### src/rtl/pll_lock_manager.sv
// pll_lock_manager: sequences PLL reset, qualifies LOCK, retries on timeout,
// and gates the system reset; everything runs on the PLL reference clock.
// Ports: REFERENCECLK clock, RESETB async reset (low), LOCK raw PLL lock,
//   FORCE_RELOCK restart pulse; PLL_RESETB/PLL_BYPASS PLL controls,
//   SYS_RESETB downstream reset (low), LOCKED/FAULT status,
//   RELOCK_COUNT saturating count of lock losses while running.
module pll_lock_manager #(
  parameter int PLL_RESET_CYCLES    = 16,
  parameter int LOCK_TIMEOUT_CYCLES = 4096,
  parameter int LOCK_STABLE_CYCLES  = 256,
  parameter int MAX_RETRIES         = 4,
  parameter bit BYPASS_ON_FAULT     = 1'b0
) (
  input  logic       REFERENCECLK,
  input  logic       RESETB,
  input  logic       LOCK,
  input  logic       FORCE_RELOCK,
  output logic       PLL_RESETB,
  output logic       PLL_BYPASS,
  output logic       SYS_RESETB,
  output logic       LOCKED,
  output logic       FAULT,
  output logic [7:0] RELOCK_COUNT
);

  localparam int AB = (PLL_RESET_CYCLES > LOCK_TIMEOUT_CYCLES) ?
                      PLL_RESET_CYCLES : LOCK_TIMEOUT_CYCLES;
  localparam int CMAX = (AB > LOCK_STABLE_CYCLES) ?
                        AB : LOCK_STABLE_CYCLES;
  localparam int CW = $clog2(CMAX + 1);
  localparam int RW = (MAX_RETRIES > 1) ? $clog2(MAX_RETRIES + 1) : 1;

  localparam logic [CW-1:0] RST_LAST = CW'(PLL_RESET_CYCLES - 1);
  localparam logic [CW-1:0] TMO_LAST = CW'(LOCK_TIMEOUT_CYCLES - 1);
  localparam logic [CW-1:0] STB_LAST = CW'(LOCK_STABLE_CYCLES - 1);
  localparam logic [RW-1:0] RTY_MAX  = RW'(MAX_RETRIES);

  typedef enum logic [2:0] {
    S_PLL_RST,
    S_WAIT_LOCK,
    S_STABLE,
    S_RUN,
    S_FAULT
  } state_t;

  state_t        state, state_n;
  logic [CW-1:0] cnt, cnt_n;
  logic [RW-1:0] retry, retry_n;
  logic [7:0]    relock_n;
  logic          lock_m, lock_s;

  always_comb begin
    state_n  = state;
    cnt_n    = cnt;
    retry_n  = retry;
    relock_n = RELOCK_COUNT;
    if (FORCE_RELOCK) begin
      state_n = S_PLL_RST;
      cnt_n   = '0;
      retry_n = '0;
      // a loss seen on the same cycle as the request is still one loss
      if (state == S_RUN && !lock_s && RELOCK_COUNT != 8'hFF)
        relock_n = RELOCK_COUNT + 8'd1;
    end else begin
      unique case (state)
        S_PLL_RST: begin
          if (cnt == RST_LAST) begin
            state_n = S_WAIT_LOCK;
            cnt_n   = '0;
          end else begin
            cnt_n = cnt + CW'(1);
          end
        end
        S_WAIT_LOCK: begin
          // the sample that ends the wait is the first stable sample
          if (lock_s) begin
            if (STB_LAST == '0) begin
              state_n = S_RUN;
              cnt_n   = '0;
              retry_n = '0;
            end else begin
              state_n = S_STABLE;
              cnt_n   = CW'(1);
            end
          end else if (cnt == TMO_LAST) begin
            retry_n = retry + RW'(1);
            cnt_n   = '0;
            state_n = (retry_n == RTY_MAX) ? S_FAULT : S_PLL_RST;
          end else begin
            cnt_n = cnt + CW'(1);
          end
        end
        S_STABLE: begin
          if (!lock_s) begin
            state_n = S_WAIT_LOCK;
            cnt_n   = '0;
          end else if (cnt == STB_LAST) begin
            state_n = S_RUN;
            cnt_n   = '0;
            retry_n = '0;
          end else begin
            cnt_n = cnt + CW'(1);
          end
        end
        S_RUN: begin
          if (!lock_s) begin
            state_n = S_PLL_RST;
            cnt_n   = '0;
            if (RELOCK_COUNT != 8'hFF)
              relock_n = RELOCK_COUNT + 8'd1;
          end
        end
        S_FAULT: begin
        end
        default: begin
          state_n = S_PLL_RST;
          cnt_n   = '0;
        end
      endcase
    end
  end

  // outputs are decoded from the next state so they change with it
  always_ff @(posedge REFERENCECLK or negedge RESETB) begin
    if (!RESETB) begin
      lock_m       <= 1'b0;
      lock_s       <= 1'b0;
      state        <= S_PLL_RST;
      cnt          <= '0;
      retry        <= '0;
      RELOCK_COUNT <= 8'd0;
      PLL_RESETB   <= 1'b0;
      PLL_BYPASS   <= 1'b0;
      SYS_RESETB   <= 1'b0;
      LOCKED       <= 1'b0;
      FAULT        <= 1'b0;
    end else begin
      lock_m       <= LOCK;
      lock_s       <= lock_m;
      state        <= state_n;
      cnt          <= cnt_n;
      retry        <= retry_n;
      RELOCK_COUNT <= relock_n;
      PLL_RESETB   <= state_n inside {S_WAIT_LOCK, S_STABLE, S_RUN};
      PLL_BYPASS   <= (state_n == S_FAULT) && BYPASS_ON_FAULT;
      SYS_RESETB   <= (state_n == S_RUN) ||
                      ((state_n == S_FAULT) && BYPASS_ON_FAULT);
      LOCKED       <= (state_n == S_RUN);
      FAULT        <= (state_n == S_FAULT);
    end
  end

endmodule

### config.mk
export PLATFORM = sky130hd
export DESIGN_NAME = pll_lock_manager
export DESIGN_NICKNAME = d
export VERILOG_FILES = /design/src/rtl/pll_lock_manager.sv
export SDC_FILE = /design/constraint.sdc
export NUM_CORES = 1
export LEC_CHECK = 0
export BUFFER_PORTS_ARGS = -buffer_cell sky130_fd_sc_hd__buf_2
export CAP_MARGIN = 15
export CORE_MARGIN = 4
export CORE_UTILIZATION = 35
export DETAILED_ROUTE_END_ITERATION = 16
export HOLD_SLACK_MARGIN = 0.1
export PLACE_DENSITY = 0.54
export RECOVER_POWER = 25
export SLEW_MARGIN = 25
export SYNTH_ARGS = -nofsm -noshare
export SYNTH_HDL_FRONTEND = slang
export SYNTH_SLANG_ARGS = --single-unit
export TNS_END_PERCENT = 5
### constraint.sdc
create_clock -name REFERENCECLK -period 2 [get_ports REFERENCECLK]
set_input_delay 0.1 -clock REFERENCECLK [delete_from_list [all_inputs] [get_ports REFERENCECLK]]
set_output_delay 0.1 -clock REFERENCECLK [all_outputs]
set_load 0.03 [all_outputs]
After elaboration in Yosys (flattened, before gate mapping)

Index checks and enable logic that the tools add are counted.

Bitwise logic cells: 0
Magnitude comparators: 0
Eq/ne operators: 21
Multiplexer cells: 28
$add $sub $neg: 3
Divide/modulo/power cells: 0
Reductions and logical operators: 11
Shift-type cells: 0
$mul: 0

Operators with widths:

| kind                                            | count |
|---|---|
| two-way mux 13 bit                              | 7 |
| case mux 13 bit (5 select lines)                | 1 |
| two-way mux 8 bit                               | 5 |
| two-way mux 3 bit                               | 13 |
| inequality test 3 bit, second input constant    | 5 |
| case mux 3 bit (5 select lines)                 | 1 |
| adder 13 x 1 -> 13 bit, second input constant   | 1 |
| == test 13 x 12 -> 1 bit, second input constant | 1 |
| == test 13 x 4 -> 1 bit, second input constant  | 1 |
| == test 13 x 8 -> 1 bit, second input constant  | 1 |
| == test 3 x 2 -> 1 bit, second input constant   | 4 |
| == test 3 bit, second input constant            | 3 |
| adder 8 x 1 -> 8 bit, second input constant     | 1 |
| inequality test 8 bit, second input constant    | 1 |
| == test 3 x 1 -> 1 bit, second input constant   | 2 |
| case mux 3 bit (2 select lines)                 | 1 |
| nonzero test 3 bit                              | 2 |
| AND reduction 5 bit                             | 1 |
| inequality test 2 bit, second input constant    | 2 |
| AND reduction 4 bit                             | 1 |
| nonzero test 2 bit                              | 2 |
| adder 3 x 1 -> 3 bit, second input constant     | 1 |
| zero test 3 bit                                 | 1 |
| logical AND 1 bit                               | 2 |
| other kinds (3)                                 | 3 |

RAM bits: 0
Bits in latches: 0
Memories kept: 0
Register bits after elaboration: 32
Bits in read-only memories: 0
Word-level logic and storage cells: 72

Depth between registers and ports, before layout

Gate-level depths: netlist (run 1).

Word-level depth: 9
Mapped depth: 7

Worst setup path after synthesis (run 1)

Ideal clock, no wire load.

Path type: reg-to-reg
Start: register RELOCK_COUNT[0]
End: register RELOCK_COUNT[5]
Setup time: 0.133 ns
Arrival: 1.875 ns
Period minus slack after synthesis: 2.008 ns
Stages on the path, launching flop included: 7
Path slack: -0.008 ns
Path through: dfrtp_1 -> ha_1 -> and2_1 -> a41oi_1 -> and4_1 -> nand3_1 -> xnor2_1

Word-level cells in the longest chain between the ends: 5
Elaborated cells between the ends (all ways): 11
Those cells by class: 1 x add/sub; 2 x eq/ne; 5 x mux; 3 x reduce/logical

Ends and longest elaborated chain:

| what                     | RTL line | text |
|---|---|---|
| start: declaration       | 23       | `output logic [7:0] RELOCK_COUNT` |
| start signal: assignment | 143      | `RELOCK_COUNT <= relock_n;` |
| adder 8 x 1 -> 8 bit     | 63, 110  |  |
| two-way mux 8 bit        | 109      | `if (RELOCK_COUNT != 8'hFF)` |
| two-way mux 8 bit        | 106      | `if (!lock_s) begin` |
| two-way mux 8 bit        | 65       | `unique case (state)` |
| two-way mux 8 bit        | 57       | `if (FORCE_RELOCK) begin` |

Several ways; a longest one is shown, not always the timed one. The select of a mux whose other input is x is not followed.
A chain may end at the register's enable or synchronous reset.

Worst setup path after layout (run 1)

Start: register state[1]
End: register cnt[8]

Word-level cells in the longest chain between the ends: 3
Elaborated cells between the ends (all ways): 10
Those cells by class: 6 x eq/ne; 2 x mux; 2 x reduce/logical

Ends and longest elaborated chain:

| what                                                           | RTL line | text |
|---|---|---|
| start: declaration                                             | 46       | `state_t state, state_n;` |
| start signal: assignment                                       | 140      | `state <= state_n;` |
| == test 3 bit, or another cell as far along                    | 65       |  |
| case mux 13 bit (5 select lines), or another cell as far along | 65       |  |
| two-way mux 13 bit or AND reduction 2 bit (tied branches)      | --       |  |
| end signal: assignment                                         | 141      | `cnt <= cnt_n;` |
| end: declaration                                               | 47       | `logic [CW-1:0] cnt, cnt_n;` |

Several ways; a longest one is shown, not always the timed one.

==> results of run 1 <==
## timing repair
action                                 in CTS  in global routing
buffers inserted                            0                  2
gates resized for setup                     0                 10
endpoints found under the hold margin      33                  0
cloned                                      0                  0
hold buffers                                2                  0
pin swaps                                   0                  3
setup endpoints to repair                   2                 18
## stage by stage
step                      cell area (sq um)  hold WS, ps
after floorplan                        1712       -195.6
after global placement                 1988        178.5
after detailed placement               1988        195.5
after CTS                              2098        110.8
after global routing                   2172        133.3
final                                  2172        119.3
## cell usage after synthesis (2+ instances only)
cell | number | area (sq um)
nor3b_1 | 2 | 15.01
and3_1 | 4 | 25.02
o21ai_0 | 4 | 20.02
o31ai_1 | 2 | 15.01
or2_2 | 2 | 12.51
nor2_1 | 6 | 22.52
o21ai_1 | 10 | 50.05
o22ai_1 | 3 | 18.77
buf_4 | 3 | 22.52
ha_1 | 4 | 50.05
nand2b_1 | 3 | 18.77
xor2_1 | 6 | 52.55
inv_1 | 6 | 22.52
dfrtp_1 | 32 | 800.8
xnor2_1 | 10 | 87.58
nor4_2 | 2 | 25.02
nor2b_1 | 3 | 18.77
nand3_1 | 9 | 45.04
nand2_1 | 18 | 67.56
buf_2 | 2 | 10.01
a21oi_1 | 4 | 20.02
or4_1 | 2 | 15.01
clkbuf_1 | 2 | 7.510
nor3_1 | 3 | 15.01
## sequential cells by signal (all words and copies together), names as in the netlist
name / flops
LOCKED: 1
retry: 3
cnt: 13
FAULT: 1
PLL_RESETB: 1
state: 3
lock_m: 1
lock_s: 1
RELOCK_COUNT: 8
## cells by family (layout without fill, tap and decap cells)
| logic type | Yosys count | after routing |
|---|---|---|
| AO/OA/AOI/OAI | 36 | 36 |
| flip-flops | 32 | 32 |
| multiplexers | 1 | 1 |
| buffers and inverters | 13 | 54 |
| other | 1 | 1 |
| AND/OR/NAND/NOR | 64 | 64 |
| XOR/XNOR | 16 | 16 |
| adder cells (fa/ha/maj) | 4 | 4 |
## layer usage
metal	vias to the layer above	GRT usage [%]	share of wire, %
li1	674	-	-
met1	631	15.05	46
met2	22	20.55	49
met3	7	3.828	3.9
met4	0	3.737	1.2
met5	-	0	0
## final cells by class
class,instances,area [sq um]
Timing Repair Buffer,40,261.5
Tap cell,67,83.83
Fill cell,456,2551
Clock buffer,8,90.09
Sequential cell,32,800.8
Multi-Input combinational cell,122,913.4
Inverter,6,22.52
## where the power goes
part / switching (mW) / internal, mW / leakage, nW
Sequential: 0.00732 / 0.655 / 0.440
Combinational: 0.0383 / 0.0238 / 0.499
Clock: 0.232 / 0.280 / 0.0455
## worst max-delay path by stage
| stage | from | end | slack, ps |
|---|---|---|---|
| after global routing | state[1] | cnt[8] | -180 |
| after detailed placement | cnt[0] | state[0] | -0.3 |
| after CTS | cnt[0] | state[0] | -3 |
| after floorplan | cnt[0] | PLL_RESETB | -5 |
| final | state[1] | cnt[8] | 10 |
| after global placement | cnt[8] | retry[2] | 70 |
==> out/results.txt, run 1 <==
Synthesis Warnings -> 0
min-delay worst type -> primary input to register
Worst EP arrival -> 2160 ps
Clock Latency Late Sink -> 280 ps
Synth Area in Compound Gates -> 15.49%
routability cong. -> 0.7659
Final Hold Viols -> 0
Static Leakage -> 0.9839 nW
final WL -> 3565 microns
DRT iter0 DRCs -> 36
Least-Margin Pin Slew -> 781.5 ps
mux cell area share after synthesis -> 0.6608%
initial core utilization -> 36.08%
Synth Area in Adders -> 2.937%
Buf/Inv on CP -> 1
HPWL Detailed -> 2513 microns
Synth Cell Area -> 1704 sq um
slack of the critical path -> 11.11 ps
Clock Tree Buf Depth -> 2
IO buf count -> 15
FF+latch count, synth -> 32
Final period util -> 99.44%
startpoint types -> register
number of enable flip-flop cells after synthesis -> 0
status -> completed
Main synth FF type -> dfrtp_1
total track usage -> 12.29%
pre-CTS WS -> -0.3371 ps
synth unique cells -> 49
initial antenna violation count -> 0
min cycle time layout -> 1989 ps
Worst path slowest cell -> dfrtp_1
CTS root buf -> clkbuf_8
Hold EP -> PLL_RESETB
routed via count -> 1334
CP Data Required Time -> 2170 ps
Mapped Cells -> 167
Clock transition at path regs -> 70 ps
# Max-Cap Violations -> 0
Async SR Flop Fraction -> 100.0%
WS Path Type -> register to register
critical path's largest stage delay -> 500 ps
first-pass GRT wire length -> 6009 microns
Area Overhead vs Synth -> 27.46%
H-Tree Depth -> 2
I/O pin total -> 17
crit end category -> register
Final Max Tran Viols -> 0
post-synthesis sequential area ratio -> 46.99%
most frequent cells in the layout -> dfrtp_1, buf_4, nand2_1
RSZ-0062 raised after global routing -> true
fin nets -> 215
Synth Area in XOR/XNOR -> 8.223%
largest net degree at the start of global routing -> 33
worst-path cell chain -> nor3b_1 -> nand2_1 -> o32ai_2 -> o21bai_2 -> buf_4 -> o41ai_1
Slew Limit Headroom -> 47.90%
PD cells -> 569.6 nW/um^2
Post-Synth Simple-Gate Area -> 21.81%
CORE AREA -> 4723 sq um
path depth of the worst reg2reg path -> 6
largest family of logic cells by synthesized area -> simple AND/OR/NAND/NOR gates
Vias/cell -> 4.851
Final ANT Viol Nets -> 0
Final setup viols -> 0
worst-path fanout max -> 9
Setup Skew -> 5.532 ps
Die ar. -> 6049 sq um
drt pass-1 iters -> 4
VDD IR max -> 0.0001690 V
Pwr Total -> 1.237 mW
row cnt -> 25
CTS sink count -> 32
grt ovf -> 0
Post-Place Cells -> 263
Avg Cell Area, Syn -> 10.20 sq um
setup slack, reg-to-reg -> 10 ps
Die Height -> 77.78 microns
fmax -> 0.5028 GHz
final std cells w/o fill -> 275
die width -> 77.78 microns
WP depth -> 6
CTS tree -> built
Sum Neg Setup Slack -> 0 ps
hold wc startpoint -> FORCE_RELOCK
Reg2Reg Launch Point -> state[1]
commonest non-fill, non-tap cell in the layout -> dfrtp_1
antenna cells -> 0
layout cells sized above 1 -> 28.85%
Synthesized Nets -> 175
WL/cell -> 12.96 microns
cell family with most CP delay -> compound AO/OA/AOI/OAI gates
DRC Markers -> 0
hold path cells -> 2
vias in the first global route -> 1326
Num CTS Buffers -> 5
Core Util, Final -> 45.99%
RR Endpoint -> cnt[8]
Power figures use the tool's default switching activity.
==> run 2: changes to the inputs <==
- CORE_UTILIZATION: 35 -> 52
- PLACE_DENSITY: 0.54 -> 0.74
==> out/results.txt, run 2 (synthesis results as in run 1) <==
status -> finished, violations left
failing checks -> setup timing
WL/cell -> 14.10 microns
most numerous cell on the critical path -> or4_4
final std cells w/o fill -> 251
DRC Markers -> 0
Clock Tree Buf Depth -> 2
Setup Skew -> 1.551 ps
Worst EP arrival -> 2250 ps
I/O pin total -> 17
Fillers -> 258
initial core utilization -> 54.92%
CP Data Required Time -> 2250 ps
CORE AREA -> 3103 sq um
min-delay worst type -> primary input to async pin
PD cells -> 503.8 nW/um^2
WS Path Type -> register to register
most frequent cells in the layout -> dfrtp_1, buf_4, nand2_1
cell family with most CP delay -> simple AND/OR/NAND/NOR gates
Final ANT Viol Nets -> 0
CTS tree -> built
vias in the first global route -> 1374
Least-Margin Pin Slew -> 764.6 ps
path depth of the worst reg2reg path -> 5
VDD IR max -> 0.0004079 V
Die ar. -> 4257 sq um
# Max-Cap Violations -> 0
CTS root buf -> clkbuf_4
initial antenna violation count -> 0
startpoint types -> register
grt ovf -> 0
Final Max Tran Viols -> 0
first-pass GRT wire length -> 6106 microns
min cycle time layout -> 2005 ps
Reg2Reg Launch Point -> cnt[11]
final WL -> 3539 microns
H-Tree Depth -> 2
Final Instance Area -> 2106 sq um
Worst path slowest cell -> or4_4
Final period util -> 100.2%
routed via count -> 1360
CTS sink count -> 32
row cnt -> 20
Post-Place Cells -> 240
Placed Area -> 1959 sq um
total track usage -> 18.85%
Num CTS Buffers -> 5
routability cong. -> 0.8307
slack of the critical path -> -4.898 ps
fin nets -> 215
Largest register FFs -> 13
Largest regs -> cnt: 13 flops, RELOCK_COUNT: 8 flops
Clock transition at path regs -> 90 ps
Buf/Inv on CP -> 0
worst-path fanout max -> 3
commonest non-fill, non-tap cell in the layout -> dfrtp_1
crit end category -> register
setup slack, reg-to-reg -> -5 ps
critical path's largest stage delay -> 570 ps
crit path from -> cnt[11]
drt pass-1 iters -> 5
Area Overhead vs Synth -> 23.57%
DRT iter0 DRCs -> 49
RR Endpoint -> PLL_RESETB
Vias/cell -> 5.418
antenna cells -> 0
Final Hold Viols -> 0
worst-path cell chain -> or4_4 -> or4_4 -> a21boi_4 -> a2111oi_4 -> a221oi_2
register with the most flip-flops -> cnt
die width -> 65.25 microns
RSZ-0062 raised after global routing -> true
fmax -> 0.4988 GHz
Final setup viols -> 1
largest net degree at the start of global routing -> 33
IO buf count -> 15
Clock Latency Late Sink -> 330 ps
Die Height -> 65.25 microns
layout cells sized above 1 -> 30.43%
Slew Limit Headroom -> 49.03%
Static Leakage -> 0.9935 nW
HPWL Detailed -> 2566 microns
[run 2: per-layer routing]
layer  vias to the layer above  share of wire (%)  global-route usage, %
li1                        670                  -                      -
met1                       659                 44                  22.36
met2                        25                 50                  32.11
met3                         6                4.3                  6.154
met4                         0                1.5                  6.218
met5                         -                  0                      0
[run 2: report_power, final]
part	total (mW)	switching (mW)	internal, mW
combinational	0.0631	0.0383	0.0248
sequential	0.662	0.00754	0.654
clock	0.336	0.207	0.129
[run 2: how the worst max path moves through the flow]
stage / to / depth (start not counted)
floorplan: PLL_RESETB / 6
global route: PLL_RESETB / 5
detailed placement: PLL_RESETB / 6
finish: PLL_RESETB / 5
global placement: PLL_RESETB / 5
CTS: PLL_RESETB / 5
[run 2: area by class of cell]
| type | count | area [sq um] | area share, % |
|---|---|---|---|
| multi-input combinational | 122 | 910.9 | 43.26 |
| sequential | 32 | 800.8 | 38.03 |
| timing repair buffer | 40 | 270.3 | 12.83 |
| tap | 44 | 55.05 | 2.614 |
| clock buffer | 6 | 41.29 | 1.961 |
| inverter | 6 | 22.52 | 1.070 |
| clock inverter | 1 | 5.005 | 0.2377 |
[run 2: what timing repair did]
| action | in CTS | in global routing |
|---|---|---|
| pin swaps | 0 | 5 |
| hold buffers | 3 | 0 |
| setup endpoints to repair | 3 | 18 |
| hold endpoints to repair | 38 | 0 |
| setup buffers | 0 | 1 |
| resized for setup | 1 | 8 |
[run 2: per-stage QoR]
step / hold slack (ps) / utilization, % / total power [mW] / worst slack [ps] / TNS, ps
5_1_grt: 384.1 / 67.86 / 1.127 / -81.98 / -296.7
6_report: 363.4 / 67.86 / 1.061 / -4.898 / -4.898
3_5_place_dp: 189.0 / 63.15 / 0.7333 / -12.89 / -12.89
4_1_cts: 365.6 / 66.01 / 1.073 / 1.332 / 0
2_1_floorplan: -195.6 / - / 0.7034 / -5.432 / -5.432
3_3_place_gp: 176.4 / 63.15 / 0.7303 / 74.55 / 0
